**src/rtl/l2_tgen_master_if.sv**
```systemverilog
// Crossbar master-port bundle used by l2_tgen_master: request/grant channel plus response channel.
interface l2_tgen_master_if #(
    parameter int ADDR_IN_WIDTH = 13,
    parameter int DATA_WIDTH    = 32,
    parameter int BE_WIDTH      = DATA_WIDTH / 8
);
    logic                     data_req_o;
    logic [ADDR_IN_WIDTH-1:0] data_add_o;
    logic                     data_wen_o;
    logic [DATA_WIDTH-1:0]    data_wdata_o;
    logic [BE_WIDTH-1:0]      data_be_o;
    logic                     data_gnt_i;
    logic                     data_r_valid_i;
    logic [DATA_WIDTH-1:0]    data_r_rdata_i;

    modport master (
        output data_req_o, data_add_o, data_wen_o, data_wdata_o, data_be_o,
        input  data_gnt_i, data_r_valid_i, data_r_rdata_i
    );

    modport slave (
        input  data_req_o, data_add_o, data_wen_o, data_wdata_o, data_be_o,
        output data_gnt_i, data_r_valid_i, data_r_rdata_i
    );
endinterface

```
**src/rtl/l2_tgen_master.sv**
```systemverilog
// L2 traffic generator: writes NUM_TRANS seeded words, reads them back and counts mismatches.
// Optional response watchdog enabled by defining L2_TGEN_TIMEOUT_EN.
module l2_tgen_master #(
    parameter int ADDR_IN_WIDTH = 13,
    parameter int DATA_WIDTH    = 32,
    parameter int BE_WIDTH      = DATA_WIDTH / 8,
    parameter int NUM_TRANS     = 16,
    parameter int TIMEOUT       = 64
) (
    input  logic                     clk,
    input  logic                     rst_n,
    input  logic                     start_i,
    input  logic [ADDR_IN_WIDTH-1:0] base_addr_i,
    input  logic [DATA_WIDTH-1:0]    seed_i,
    l2_tgen_master_if.master         bus,
    output logic                     busy_o,
    output logic                     done_o,
    output logic                     err_o,
    output logic [8:0]               err_cnt_o,
    output logic [ADDR_IN_WIDTH-1:0] first_err_addr_o,
    output logic                     timeout_o
);

    localparam logic [2:0] S_IDLE    = 3'd0;
    localparam logic [2:0] S_WR_REQ  = 3'd1;
    localparam logic [2:0] S_WR_RESP = 3'd2;
    localparam logic [2:0] S_RD_REQ  = 3'd3;
    localparam logic [2:0] S_RD_RESP = 3'd4;
    localparam logic [2:0] S_DONE    = 3'd5;

    // Eight index bits cover the full 1..256 range of NUM_TRANS.
    localparam int              IDX_W    = 8;
    localparam logic [IDX_W-1:0] LAST_IDX = IDX_W'(NUM_TRANS - 1);
    localparam int              TO_W     = $clog2(TIMEOUT + 1);

`ifdef L2_TGEN_TIMEOUT_EN
    localparam bit TIMEOUT_EN = 1'b1;
`else
    localparam bit TIMEOUT_EN = 1'b0;
`endif

    logic [2:0]               state;
    logic [IDX_W-1:0]         idx;
    logic [IDX_W-1:0]         idx_nxt;
    logic [ADDR_IN_WIDTH-1:0] base_q;
    logic [ADDR_IN_WIDTH-1:0] addr_nxt;
    logic [DATA_WIDTH-1:0]    seed_q;
    logic [DATA_WIDTH-1:0]    exp_data;
    logic [TO_W-1:0]          wait_cnt;
    logic                     start_ok;
    logic                     in_req;
    logic                     in_resp;
    logic                     wait_evt;
    logic                     wait_expired;

    // Word i of a pass: (seed + i) XOR i[7:0] replicated across the data word.
    function automatic logic [DATA_WIDTH-1:0] pattern(input logic [DATA_WIDTH-1:0] seed,
                                                      input logic [IDX_W-1:0]      i);
        logic [DATA_WIDTH-1:0] rep;
        rep = '0;
        for (int b = 0; b < DATA_WIDTH; b++) begin
            rep[b] = i[b % 8];
        end
        return (seed + DATA_WIDTH'(i)) ^ rep;
    endfunction

    assign start_ok     = start_i && (state == S_IDLE || state == S_DONE);
    assign in_req       = (state == S_WR_REQ) || (state == S_RD_REQ);
    assign in_resp      = (state == S_WR_RESP) || (state == S_RD_RESP);
    // In a request state only the grant counts, so a coincident r_valid is ignored.
    assign wait_evt     = (in_req && bus.data_gnt_i) || (in_resp && bus.data_r_valid_i);
    assign wait_expired = TIMEOUT_EN && (wait_cnt == TO_W'(TIMEOUT - 1));
    assign idx_nxt      = idx + 1'b1;
    assign addr_nxt     = base_q + ADDR_IN_WIDTH'(idx_nxt);
    assign exp_data     = pattern(seed_q, idx);

    assign busy_o = (state != S_IDLE) && (state != S_DONE);
    assign done_o = (state == S_DONE);

    // Cycles spent waiting in the current request/response state.
    always_ff @(posedge clk) begin
        if (!rst_n || !(in_req || in_resp) || wait_evt) begin
            wait_cnt <= '0;
        end else if (!wait_expired) begin
            wait_cnt <= wait_cnt + 1'b1;
        end
    end

    // NOTE: rst_n is sampled on the clock edge only and is deliberately absent from the
    // sensitivity list, so reset is synchronous.
    always_ff @(posedge clk) begin
        if (!rst_n) begin
            // NOTE: non-blocking assignments throughout, so every register in this block
            // updates from values seen before the edge regardless of statement order.
            state            <= S_IDLE;
            idx              <= '0;
            base_q           <= '0;
            seed_q           <= '0;
            bus.data_req_o   <= 1'b0;
            bus.data_add_o   <= '0;
            bus.data_wen_o   <= 1'b0;
            bus.data_wdata_o <= '0;
            bus.data_be_o    <= '0;
            err_o            <= 1'b0;
            err_cnt_o        <= '0;
            first_err_addr_o <= '0;
            timeout_o        <= 1'b0;
        end else if ((in_req || in_resp) && !wait_evt && wait_expired) begin
            timeout_o      <= 1'b1;
            err_o          <= 1'b1;
            bus.data_req_o <= 1'b0;
            state          <= S_DONE;
        end else begin
            case (state)
                S_IDLE, S_DONE: begin
                    if (start_ok) begin
                        base_q           <= base_addr_i;
                        seed_q           <= seed_i;
                        idx              <= '0;
                        bus.data_req_o   <= 1'b1;
                        bus.data_add_o   <= base_addr_i;
                        bus.data_wen_o   <= 1'b1;
                        bus.data_wdata_o <= pattern(seed_i, '0);
                        bus.data_be_o    <= '1;
                        err_o            <= 1'b0;
                        err_cnt_o        <= '0;
                        first_err_addr_o <= '0;
                        timeout_o        <= 1'b0;
                        state            <= S_WR_REQ;
                    end
                end

                S_WR_REQ, S_RD_REQ: begin
                    if (bus.data_gnt_i) begin
                        bus.data_req_o <= 1'b0;
                        state          <= (state == S_WR_REQ) ? S_WR_RESP : S_RD_RESP;
                    end
                end

                S_WR_RESP: begin
                    if (bus.data_r_valid_i) begin
                        bus.data_req_o <= 1'b1;
                        if (idx == LAST_IDX) begin
                            // Write phase finished: replay the same addresses as loads.
                            idx              <= '0;
                            bus.data_add_o   <= base_q;
                            bus.data_wen_o   <= 1'b0;
                            bus.data_wdata_o <= '0;
                            bus.data_be_o    <= '0;
                            state            <= S_RD_REQ;
                        end else begin
                            idx              <= idx_nxt;
                            bus.data_add_o   <= addr_nxt;
                            bus.data_wdata_o <= pattern(seed_q, idx_nxt);
                            state            <= S_WR_REQ;
                        end
                    end
                end

                S_RD_RESP: begin
                    if (bus.data_r_valid_i) begin
                        if (bus.data_r_rdata_i != exp_data) begin
                            err_o <= 1'b1;
                            if (err_cnt_o != 9'd511) begin
                                err_cnt_o <= err_cnt_o + 1'b1;
                            end
                            if (err_cnt_o == '0) begin
                                first_err_addr_o <= bus.data_add_o;
                            end
                        end
                        if (idx == LAST_IDX) begin
                            state <= S_DONE;
                        end else begin
                            idx            <= idx_nxt;
                            bus.data_add_o <= addr_nxt;
                            bus.data_req_o <= 1'b1;
                            state          <= S_RD_REQ;
                        end
                    end
                end

                default: state <= S_IDLE;
            endcase
        end
    end

endmodule

```
**src/flat_wrapper.sv**
```systemverilog
// flat-port wrapper written by rule: the top's interface ports become plain ports
module l2_tgen_master_flat 
#(
    parameter int ADDR_IN_WIDTH = 13,
    parameter int DATA_WIDTH    = 32,
    parameter int BE_WIDTH      = DATA_WIDTH / 8,
    parameter int NUM_TRANS     = 16,
    parameter int TIMEOUT       = 64
)
  (clk, rst_n, start_i, base_addr_i, seed_i, busy_o, done_o, err_o, err_cnt_o, first_err_addr_o, timeout_o, bus_data_req_o, bus_data_add_o, bus_data_wen_o, bus_data_wdata_o, bus_data_be_o, bus_data_gnt_i, bus_data_r_valid_i, bus_data_r_rdata_i);
  l2_tgen_master_if #(.ADDR_IN_WIDTH(ADDR_IN_WIDTH), .DATA_WIDTH(DATA_WIDTH), .BE_WIDTH(BE_WIDTH)) bus_i ();
  input  logic clk;
  input  logic rst_n;
  input  logic start_i;
  input  logic [ADDR_IN_WIDTH-1:0] base_addr_i;
  input  logic [DATA_WIDTH-1:0] seed_i;
  output logic busy_o;
  output logic done_o;
  output logic err_o;
  output logic [8:0] err_cnt_o;
  output logic [ADDR_IN_WIDTH-1:0] first_err_addr_o;
  output logic timeout_o;
  output wire logic [$bits(bus_i.data_req_o)-1:0] bus_data_req_o;
  output wire logic [$bits(bus_i.data_add_o)-1:0] bus_data_add_o;
  output wire logic [$bits(bus_i.data_wen_o)-1:0] bus_data_wen_o;
  output wire logic [$bits(bus_i.data_wdata_o)-1:0] bus_data_wdata_o;
  output wire logic [$bits(bus_i.data_be_o)-1:0] bus_data_be_o;
  input wire logic [$bits(bus_i.data_gnt_i)-1:0] bus_data_gnt_i;
  input wire logic [$bits(bus_i.data_r_valid_i)-1:0] bus_data_r_valid_i;
  input wire logic [$bits(bus_i.data_r_rdata_i)-1:0] bus_data_r_rdata_i;
  assign bus_data_req_o = bus_i.data_req_o;
  assign bus_data_add_o = bus_i.data_add_o;
  assign bus_data_wen_o = bus_i.data_wen_o;
  assign bus_data_wdata_o = bus_i.data_wdata_o;
  assign bus_data_be_o = bus_i.data_be_o;
  assign bus_i.data_gnt_i = bus_data_gnt_i;
  assign bus_i.data_r_valid_i = bus_data_r_valid_i;
  assign bus_i.data_r_rdata_i = bus_data_r_rdata_i;
  l2_tgen_master #(.ADDR_IN_WIDTH(ADDR_IN_WIDTH), .DATA_WIDTH(DATA_WIDTH), .BE_WIDTH(BE_WIDTH), .NUM_TRANS(NUM_TRANS), .TIMEOUT(TIMEOUT)) u_core (.clk(clk), .rst_n(rst_n), .start_i(start_i), .base_addr_i(base_addr_i), .seed_i(seed_i), .bus(bus_i), .busy_o(busy_o), .done_o(done_o), .err_o(err_o), .err_cnt_o(err_cnt_o), .first_err_addr_o(first_err_addr_o), .timeout_o(timeout_o));
endmodule
```
**config.mk**
```make
export PLATFORM = sky130hd
export DESIGN_NAME = l2_tgen_master_flat
export DESIGN_NICKNAME = d
export VERILOG_FILES = /design/src/rtl/l2_tgen_master_if.sv /design/src/rtl/l2_tgen_master.sv /design/src/flat_wrapper.sv
export SDC_FILE = /design/constraint.sdc
export NUM_CORES = 1
export LEC_CHECK = 0
export CAP_MARGIN = 10
export CORE_MARGIN = 5
export CORE_UTILIZATION = 52
export DETAILED_ROUTE_END_ITERATION = 6
export DONT_BUFFER_PORTS = 1
export GPL_ROUTABILITY_DRIVEN = 1
export PLACE_DENSITY = 0.67
export SLEW_MARGIN = 30
export SYNTH_ARGS = -nofsm -noshare
export SYNTH_HDL_FRONTEND = slang
export SYNTH_SLANG_ARGS = --single-unit
```
**constraint.sdc**
```tcl
create_clock -name clk -period 4 [get_ports clk]
set_clock_uncertainty 0.15 [all_clocks]
set_input_delay 0.8 -clock clk [delete_from_list [all_inputs] [get_ports clk]]
set_output_delay 0.8 -clock clk [all_outputs]
set_load 0.02 [all_outputs]
```
## Yosys cells after proc, flatten, opt, wreduce, memory -nomap -nowiden

Index checks and enable logic that the tools add are counted.

- $add $sub $neg: 5
- Reduce and logical (&&, ||, !) cells: 21
- Mux-type cells: 51
- Bitwise logic cells: 2
- Equal/unequal tests: 18

Operators by type and width:

| kind | count |
|---|---|
| two-way mux 13 bit | 9 |
| two-way mux 32 bit | 3 |
| adder 32 x 8 -> 32 bit | 2 |
| case mux 32 bit (2 select lines) | 1 |
| XOR 32 bit | 2 |
| two-way mux 8 bit | 5 |
| case mux 13 bit (3 select lines) | 1 |
| two-way mux 9 bit | 4 |
| != test 32 bit | 1 |
| case mux 13 bit (2 select lines) | 1 |
| case mux 8 bit (3 select lines) | 1 |
| two-way mux 3 bit | 6 |
| case mux 9 bit (2 select lines) | 1 |
| != test 2 bit (second input constant) | 8 |
| AND reduction 5 bit | 3 |
| adder 13 x 8 -> 13 bit | 1 |
| two-way mux 4 bit | 3 |
| case mux 3 bit (4 select lines) | 1 |
| AND reduction 4 bit | 3 |
| two-way mux 1 bit | 10 |
| adder 9 x 1 -> 9 bit (second input constant) | 1 |
| zero test 9 bit | 1 |
| != test 9 bit (second input constant) | 1 |
| adder 8 x 1 -> 8 bit (second input constant) | 1 |
| other kinds (20) | 27 |

- Flip-flop bits (word level): 130
- Bits of input ports: 82
- Logic and storage cells: 109
- Output and inout bits: 77

## Longest topological paths before layout

Gate-level depths: netlist of the first run.

- Word-level depth: 6
- Mapped depth: 15
- Depth with buffers taken out: 13

## Least setup slack after synthesis of the first run

Ideal clock, no wire load.

- Path kind: register -> register
- From: reg u_core.idx[0]
- To: reg u_core.bus.data_wdata_o[22]
- Arrival time: 3.053 ns
- Clock period less this slack: 3.341 ns
- Library setup time: 0.137 ns
- Required time: 3.713 ns
- Setup slack: 0.659 ns
- Cell stages (with the launch flop): 15
- Buffers on the path: 2
- Path through: dfxtp_1 -> ha_1 -> clkbuf_1 -> inv_1 -> fa_1 -> nor2b_1 -> o21ai_0 -> a21boi_0 -> o21ai_0 -> a21oi_1 -> o21ai_0 -> clkbuf_1 -> a2111oi_0 -> mux2i_1 -> a211oi_1

- Word-level cells in the longest chain between the ends: 6
- Elaborated cells between the ends (all ways): 7
- Classes of those cells: add/sub: 2; eq/ne: 1; mux: 3; bitwise: 1

RTL lines:

| what | RTL line | text |
|---|---|---|
| from (decl) | l2_tgen_master.sv:43 | `logic [IDX_W-1:0] idx;` |
| from (signal assigned) | l2_tgen_master.sv:152 | `idx <= idx_nxt;` |
| from (signal assigned) | l2_tgen_master.sv:174 | `idx <= idx_nxt;` |
| adder 8 x 1 -> 8 bit | l2_tgen_master.sv:73 | `assign idx_nxt = idx + 1'b1;` |
| adder 32 x 8 -> 32 bit | l2_tgen_master.sv:64 | `return (seed + DATA_WIDTH'(i)) ^ rep;` |
| XOR 32 bit | l2_tgen_master.sv:64 |  |
| two-way mux 32 bit * | l2_tgen_master.sv:143 | `if (idx == LAST_IDX) begin` |
| two-way mux 32 bit * | l2_tgen_master.sv:141 | `if (bus.data_r_valid_i) begin` |
| case mux 32 bit (2 select lines) * | l2_tgen_master.sv:114 | `case (state)` |
| to (signal assigned) | l2_tgen_master.sv:123 | `bus.data_wdata_o <= pattern(seed_i, '0);` |
| to (signal assigned) | l2_tgen_master.sv:154 | `bus.data_wdata_o <= pattern(seed_q, idx_nxt);` |
| to (decl) | l2_tgen_master_if.sv:17 | `output data_req_o, data_add_o, data_wen_o, data_wdata_o, data_be_o,` |

Mark *: on every way between the ends. The rest lies on a longest branch, timed or not. The select of a mux whose other input is x is not followed.
A chain may end at the register's enable or synchronous reset.

## Worst setup path after layout of the first run

- From: reg u_core.idx[0]
- To: reg u_core.err_cnt_o[1]

- Word-level cells in the longest chain between the ends: 5

RTL lines:

| what | RTL line | text |
|---|---|---|
| adder 32 x 8 -> 32 bit | l2_tgen_master.sv:64 |  |
| XOR 32 bit * | l2_tgen_master.sv:64 |  |
| != test 32 bit * | l2_tgen_master.sv:162 | `if (bus.data_r_rdata_i != exp_data) begin` |
| != test 2 bit (no source line) * | -- |  |
| AND reduction 5 bit (no source line) * | -- |  |
| to (signal assigned) | l2_tgen_master.sv:165 | `err_cnt_o <= err_cnt_o + 1'b1;` |
| to (decl) | l2_tgen_master.sv:19 | `output logic [8:0] err_cnt_o,` |

Mark *: on every way between the ends. The rest lies on a longest branch, timed or not.

==> results of run 1 <==
critical path, delay by kind of cell, from the launching register on:
kind                     cells  cell delay (ns)
adder cells (fa/ha/maj)      2             0.62
buffers and inverters        1             0.06
AND/OR/NAND/NOR              2             0.34
flip-flops                   1             0.45
AO/OA/AOI/OAI                7             1.93
timing repair:
item / CTS / global route
setup endpoints to repair: 0 / 22
buffers inserted: 0 / 1
gates resized for setup: 0 / 3
cells by family (layout without fill, tap and decap cells):
group	after synthesis	after routing	synth area share (%)
simple gates	371	371	20.9
compound gates	330	330	24.5
xor+xnor	130	130	14.1
flops	126	126	29.1
buf+inv	112	107	5.76
fa+ha+maj	31	31	4.73
mux	8	8	0.923
other cells	1	1	0.0432
routing by layer:
layer  routed length, um  global-route usage (%)
met1               12700                    40.9
met3                2820                    6.72
met5                   0                       0
met4                 567                    7.05
met2               12600                    43.6
power groups by stage:
stage	clock [uW]	combinational [uW]	sequential (uW)
global route	1670	733	1560
CTS	1610	655	1550
floorplan	0	550	1500
global placement	0	646	1580
finish	1590	666	1550
detailed placement	0	650	1580
area by class of cell:
class	instances	area share, %
multi-input cells	871	59.5
flip-flops and latches	126	26.5
clock buffers	17	4.47
repair buffers	44	3.60
well taps	220	2.89
clock inverters	15	1.77
inverters	31	1.22
cells in the mapped netlist (all sizes together), types with 7 or more instances:
| library cell | number | share of area [%] |
|---|---|---|
| a211oi | 17 | 1.5 |
| a21boi | 15 | 1.3 |
| a21o | 14 | 1.2 |
| a21oi | 107 | 6.3 |
| a222oi | 7 | 0.81 |
| a22o | 14 | 1.4 |
| and2 | 9 | 0.65 |
| and3 | 15 | 1.1 |
| and4 | 7 | 0.71 |
| buf | 34 | 2.4 |
| clkbuf | 47 | 2.0 |
| dfxtp | 126 | 29 |
| ha | 28 | 4.0 |
| inv | 31 | 1.3 |
| mux2i | 8 | 0.92 |
| nand2 | 157 | 6.8 |
| nand2b | 7 | 0.50 |
| nand3 | 29 | 1.7 |
| nand4 | 18 | 1.7 |
| nor2 | 66 | 2.9 |
| nor3 | 21 | 1.3 |
| nor4 | 13 | 1.1 |
| o211ai | 9 | 0.78 |
| o21ai | 73 | 4.2 |
| o22ai | 12 | 0.87 |
| or2 | 8 | 0.61 |
| or3 | 8 | 0.58 |
| xnor2 | 70 | 7.1 |
| xor2 | 54 | 5.5 |
through the flow:
stage / instances / util (%) / area (um2) / setup WS, ns / total power, uW
after CTS: 1323 / 57.6 / 9490 / 0.181 / 3810
after detailed placement: 1291 / 54.0 / 8890 / 0.205 / 2230
after floorplan: 1109 / - / 8670 / 0.659 / 2050
after global routing: 1324 / 57.8 / 9520 / 0.0256 / 3960
final: 1324 / 57.8 / 9520 / 0.325 / 3810
after global placement: 1291 / 54.0 / 8890 / 0.327 / 2220
cells in the final DEF (no fill, tap or decap), types with 5 or more instances in the layout:
cell	n
nand2_1	156
dfxtp_1	125
a21oi_1	106
xnor2_1	70
o21ai_0	69
nor2_1	66
xor2_1	54
buf_4	43
inv_1	30
nand3_1	29
ha_1	28
nor3_1	19
a211oi_1	17
clkbuf_16	17
and3_1	15
a21boi_0	15
a21o_1	14
nand4_1	14
a22o_1	14
o22ai_1	12
nor4_1	11
o211ai_1	9
or3_1	8
and2_1	8
mux2i_1	8
nand2b_1	7
a222oi_1	7
inv_6	7
or2_2	6
and4_1	6
a2111oi_0	6
o21a_1	5
o21bai_1	5
o31a_1	5
o2bb2ai_1	5
final timing paths:
check / startpoint / end / slack [ns] / cells after the start
max reg2reg: u_core.idx[0]$_SDFFE_PN0P_ / u_core.err_cnt_o[1]$_SDFFE_PN0P_ / 0.33 / 12
min: u_core.base_q[6]$_SDFFE_PN0P_ / u_core.base_q[6]$_SDFFE_PN0P_ / 0.33 / 2
min reg2reg: u_core.base_q[6]$_SDFFE_PN0P_ / u_core.base_q[6]$_SDFFE_PN0P_ / 0.33 / 2
max: u_core.idx[0]$_SDFFE_PN0P_ / u_core.err_cnt_o[1]$_SDFFE_PN0P_ / 0.33 / 12
registers in the layout, indices dropped and copies added (netlist names):
register	flops
u_core.bus.data_be_o	1
u_core.first_err_addr_o	13
u_core.state	3
u_core.err_o	1
u_core.idx	8
u_core.err_cnt_o	9
u_core.seed_q	32
u_core.bus.data_req_o	1
u_core.bus.data_wdata_o	32
u_core.base_q	13
u_core.bus.data_add_o	13
==> results.toml, run 1 <==
[critical_path]
critical_path.cell_chain = "ha_1 > inv_1 > fa_1 > nor2b_1 > o31a_1 > o211ai_1 > o31a_1 > o22a_1 > nor4b_2 > a31oi_2 > o21ai_0 > a32o_1"
slowest_delay_ns = 0.45
cp_max_fo = 7
critical-path-slowest-cell = "dfxtp_1"
cp_common_cell = "o31a_1"
timing.critical_path.arrival_ns = 3.85
critPathLaunchType = "register"
criticalPathCategory = "reg -> reg"
critPathRequiredTime_ns = 4.17
endpoint_kind = "register"

[clock_network]
cts_max_path_buffers = 2
cts.root.buffer_cell = "clkbuf_16"
cts_tree = "done"
postCtsHoldBufs = 0
clkSinkCount = 126
tritoncts.num_buffers = 17
clk-insertion-delay-late_ns = 0.44
cts_max_level = 4
path_clk_slew_ns = 0.07

[power_and_ir_drop]
comb_power_share_pct = 17.5
vdd_drop_max_mv = 0.285
power-per-cell-area_nw_per_um2 = 400
pwr-share-clk_pct = 41.8
switchingPower_uw = 1310
power.static_leakage_uw = 0.00369
internal_power_uw = 2500
switching_share_pct = 34.3
sequential_share_of_power_pct = 40.7

[yosys]
post_synth_edffs = 0
syn_area_um2 = 8670
synth-async-reset-ratio_pct = 0
ys_seq_area_share_pct = 29.1
netlist_instances = 1109
postSynth.topFlopCell = "dfxtp_1"
synthesized_nets = 1222
number_of_warning_messages_in_the_yosys_log = 0
post_synth_num_cell_types = 78
ys_seq_elements = 126
syn-mean-instance-area_um2 = 7.82

[sta]
slew_headroom_pct = 38.0
final_min_period_over_clock_period_pct = 91.9
grt_setup_unrepaired = "no"
final.min_clock_period_ns = 3.67
maxSlewViolCount = 0
hold_violations = 0
actual_slew_at_the_worst_max_slew_pin_ns = 0.927
worst_hold_slack_ns = 0.332
setup_tns_final_ns = 0
finalSetupViolations = 0
max_clock_freq_mhz = 272

[final_layout]
fill_cell_total_of_the_finished_layout = 1555
number_of_antenna_diodes = 0
synthToLayoutAreaGrowth_pct = 9.72
layout.nets = 1204
ff_latch_area_um2 = 2520
drive_above_1_share_pct = 9.33
multi_input_logic_area_um2 = 5670

[placed_design]
gpl.final_weighted_congestion = 1.00
hpwlAfterDp_um = 21900
place.port_buffers = 0

[floorplanning]
dieArea_um2 = 19400
floorplan.rows = 47
floorplan.die.height_um = 139
start_util_pct = 52.7
fp.dieW_um = 139
coreArea_um2 = 16500
floorplan.io_pins = 159

[hold_path]
min_path_type = "reg -> reg"

[grt]
globalRouteOverflowTotal = 0
vias_in_the_first_global_route = 7607
first_pass_grt_wire_length_um = 44200
antenna_found_initial = 0
grt_start_max_net_pins = 72
global_router_s_overall_resource_usage_pct = 28.6

[drt]
drt-initial-drc-count = 826
mean_number_of_vias_per_cell = 6.27
detail_route.wirelength_um = 28800
route.vias.total = 8296
detail_route.wl_per_cell_um = 21.7
drtPass1Iterations = 7
ant_nets = 0
route.detailed.drc = 0

[job]
cap_viol_max_count = 0

[run_status]
status = "completed"
Power figures use the tool's default switching activity.
==> run 2: changes to the inputs <==
--- a/config.mk
+++ b/config.mk
@@ -7,11 +7,11 @@
 export LEC_CHECK = 0
 export CAP_MARGIN = 10
 export CORE_MARGIN = 5
-export CORE_UTILIZATION = 52
+export CORE_UTILIZATION = 50
 export DETAILED_ROUTE_END_ITERATION = 6
 export DONT_BUFFER_PORTS = 1
 export GPL_ROUTABILITY_DRIVEN = 1
-export PLACE_DENSITY = 0.67
+export REMOVE_ABC_BUFFERS = 1
 export SLEW_MARGIN = 30
 export SYNTH_ARGS = -nofsm -noshare
 export SYNTH_HDL_FRONTEND = slang
==> run 2 against run 1 <==
  * Routed wire length rose by 2.0%
  * Sequential share of layout area decreased by 0.073 points
  * Setup slack worse by 0.052 ns
  * First-iteration DRC count fell by 16%
  * Utilization fell by 2.2 points
  * Sequential power hardly changed
  * Critical path type unchanged
  * Critical endpoint is now u_core.err_cnt_o[4]$_SDFFE_PN0P_
  * Largest cell class unchanged
  * Largest power group unchanged
==> results.toml, run 2 (synthesized netlist as in run 1, its figures left out) <==
[sta]
worst_hold_slack_ns = 0.325
final.min_clock_period_ns = 3.73
actual_slew_at_the_worst_max_slew_pin_ns = 0.980
final.setup.worst_slack_ns = 0.273
finalSetupViolations = 0
final_min_period_over_clock_period_pct = 93.2
slew_headroom_pct = 34.6
maxSlewViolCount = 0
max_clock_freq_mhz = 268
hold_violations = 0

[drt]
drtPass1Iterations = 5
drt-initial-drc-count = 695
route.vias.total = 8235
detail_route.wl_per_cell_um = 22.1
route.detailed.drc = 0
detail_route.wirelength_um = 29300
mean_number_of_vias_per_cell = 6.19
ant_nets = 0

[run_status]
status = "completed"

[floorplanning]
dieArea_um2 = 20100
floorplan.rows = 48
floorplan.io_pins = 159
floorplan.die.height_um = 142
start_util_pct = 50.5
fp.dieW_um = 142
coreArea_um2 = 17200

[final_layout]
number_of_antenna_diodes = 0
ff_latch_area_um2 = 2520
synthToLayoutAreaGrowth_pct = 10.0
final_common_cell = "nand2_1"
drive_above_1_share_pct = 9.68
final_util_pct = 55.6
fill_cell_total_of_the_finished_layout = 1686
largest_registers = "u_core.bus.data_wdata_o: 32 flops, u_core.seed_q: 32 flops"
layout_common_cells = "156 x nand2_1, 125 x dfxtp_1, 106 x a21oi_1"
stdcell_area_um2 = 9540
multi_input_logic_area_um2 = 5700
layout.nets = 1205

[critical_path]
critical_path.reg2reg.endpoint = "u_core.err_cnt_o[4]$_SDFFE_PN0P_"
worstReg2RegStart = "u_core.idx[0]$_SDFFE_PN0P_"
critPathRequiredTime_ns = 4.19
endpoint_kind = "register"
timing.critical_path.arrival_ns = 3.91
rr_worst_depth = 13
cp_max_fo = 10
critPathLaunchType = "register"
criticalPathCategory = "reg -> reg"
r2r_setup_slack_ns = 0.27

[hold_path]
min-delay-start = "u_core.base_q[12]$_SDFFE_PN0P_"
whs_endpoint = "u_core.base_q[12]$_SDFFE_PN0P_"
worst_hold_path.num_cells = 2
min_path_type = "reg -> reg"

[clock_network]
postCtsHoldBufs = 0
tritoncts.num_buffers = 17
path_clk_slew_ns = 0.07
cts_max_path_buffers = 2
clk-insertion-delay-late_ns = 0.43
clkSinkCount = 126
cts_tree = "done"
cts_max_level = 4
cts.root.buffer_cell = "clkbuf_16"

[placed_design]
gpl.final_weighted_congestion = 0.991
place.port_buffers = 0
placed_area_um2 = 8940
hpwlAfterDp_um = 21600
pre_cts_slack_ns = 0.0193

[grt]
vias_in_the_first_global_route = 7830
grt_start_max_net_pins = 47
antenna_found_initial = 0
globalRouteOverflowTotal = 0
global_router_s_overall_resource_usage_pct = 28.8
first_pass_grt_wire_length_um = 45100

[power_and_ir_drop]
power-per-cell-area_nw_per_um2 = 394
power.static_leakage_uw = 0.00368
vdd_drop_max_mv = 0.295
design_power_total_uw = 3760

[job]
cap_viol_max_count = 0
-- run 2: worst max-delay path, cell delays in order (launching register included) --
cell      delay [ns]
dfxtp_2         0.41
ha_1            0.20
inv_1           0.06
fa_1            0.40
nor2b_1         0.16
o31a_1          0.32
o211ai_1        0.23
o31a_1          0.32
nor2_1          0.19
nor4b_2         0.08
and4_1          0.26
buf_4           0.20
or3_1           0.42
o32ai_1         0.24
-- run 2: through the flow --
| step | setup TNS [ns] | instances |
|---|---|---|
| 4_1_cts | 0 | 1329 |
| 2_1_floorplan | 0 | 1028 |
| 3_3_place_gp | 0 | 1297 |
| 3_5_place_dp | 0 | 1297 |
| 5_1_grt | -0.0193 | 1330 |
| 6_report | 0 | 1330 |
-- run 2: layer usage --
layer | track usage [%] | routed length (um) | vias up
met3 | 8.59 | 3030 | 45
met2 | 41.8 | 12500 | 372
li1 | - | - | 3913
met4 | 8.18 | 658 | 0
met5 | 0 | 0 | -
met1 | 41.2 | 13200 | 3905
-- run 2: worst max path at each step --
| stage | from | end | slack [ns] | cells past startpoint |
|---|---|---|---|---|
| after floorplan | u_core.idx[0]$_SDFFE_PN0P_ | u_core.bus.data_wdata_o[26]$_SDFFE_PN0P_ | 0.22 | 12 |
| after global placement | u_core.idx[0]$_SDFFE_PN0P_ | u_core.bus.data_wdata_o[22]$_SDFFE_PN0P_ | 0.07 | 13 |
| after detailed placement | u_core.idx[0]$_SDFFE_PN0P_ | u_core.bus.data_wdata_o[22]$_SDFFE_PN0P_ | 0.02 | 13 |
| after CTS | u_core.idx[0]$_SDFFE_PN0P_ | u_core.bus.data_wdata_o[22]$_SDFFE_PN0P_ | 0.004 | 13 |
| after global routing | u_core.idx[1]$_SDFFE_PN0P_ | u_core.bus.data_wdata_o[22]$_SDFFE_PN0P_ | -0.02 | 13 |
| final | u_core.idx[0]$_SDFFE_PN0P_ | u_core.err_cnt_o[4]$_SDFFE_PN0P_ | 0.27 | 13 |
-- run 2: area by class of cell --
cell class | count | area share [%]
clock inverter | 15 | 1.56
sequential | 126 | 26.4
inverter | 31 | 1.22
clock buffer | 17 | 4.46
tap | 225 | 2.95
multi-input combinational | 871 | 59.7
timing repair buffer | 45 | 3.67
-- run 2: repair_timing --
| item | CTS | global route |
|---|---|---|
| gates resized for setup | 0 | 5 |
| buffers inserted | 0 | 1 |
| hold endpoints to repair | 0 | 0 |
| endpoints found under the setup margin | 0 | 24 |
-- run 2: power by group --
part / leakage (uW) / internal [uW] / total, uW / switching (uW)
registers: 0.00103 / 1350 / 1540 / 189
clock network: 0.000269 / 826 / 1550 / 719
logic: 0.00238 / 261 / 672 / 411
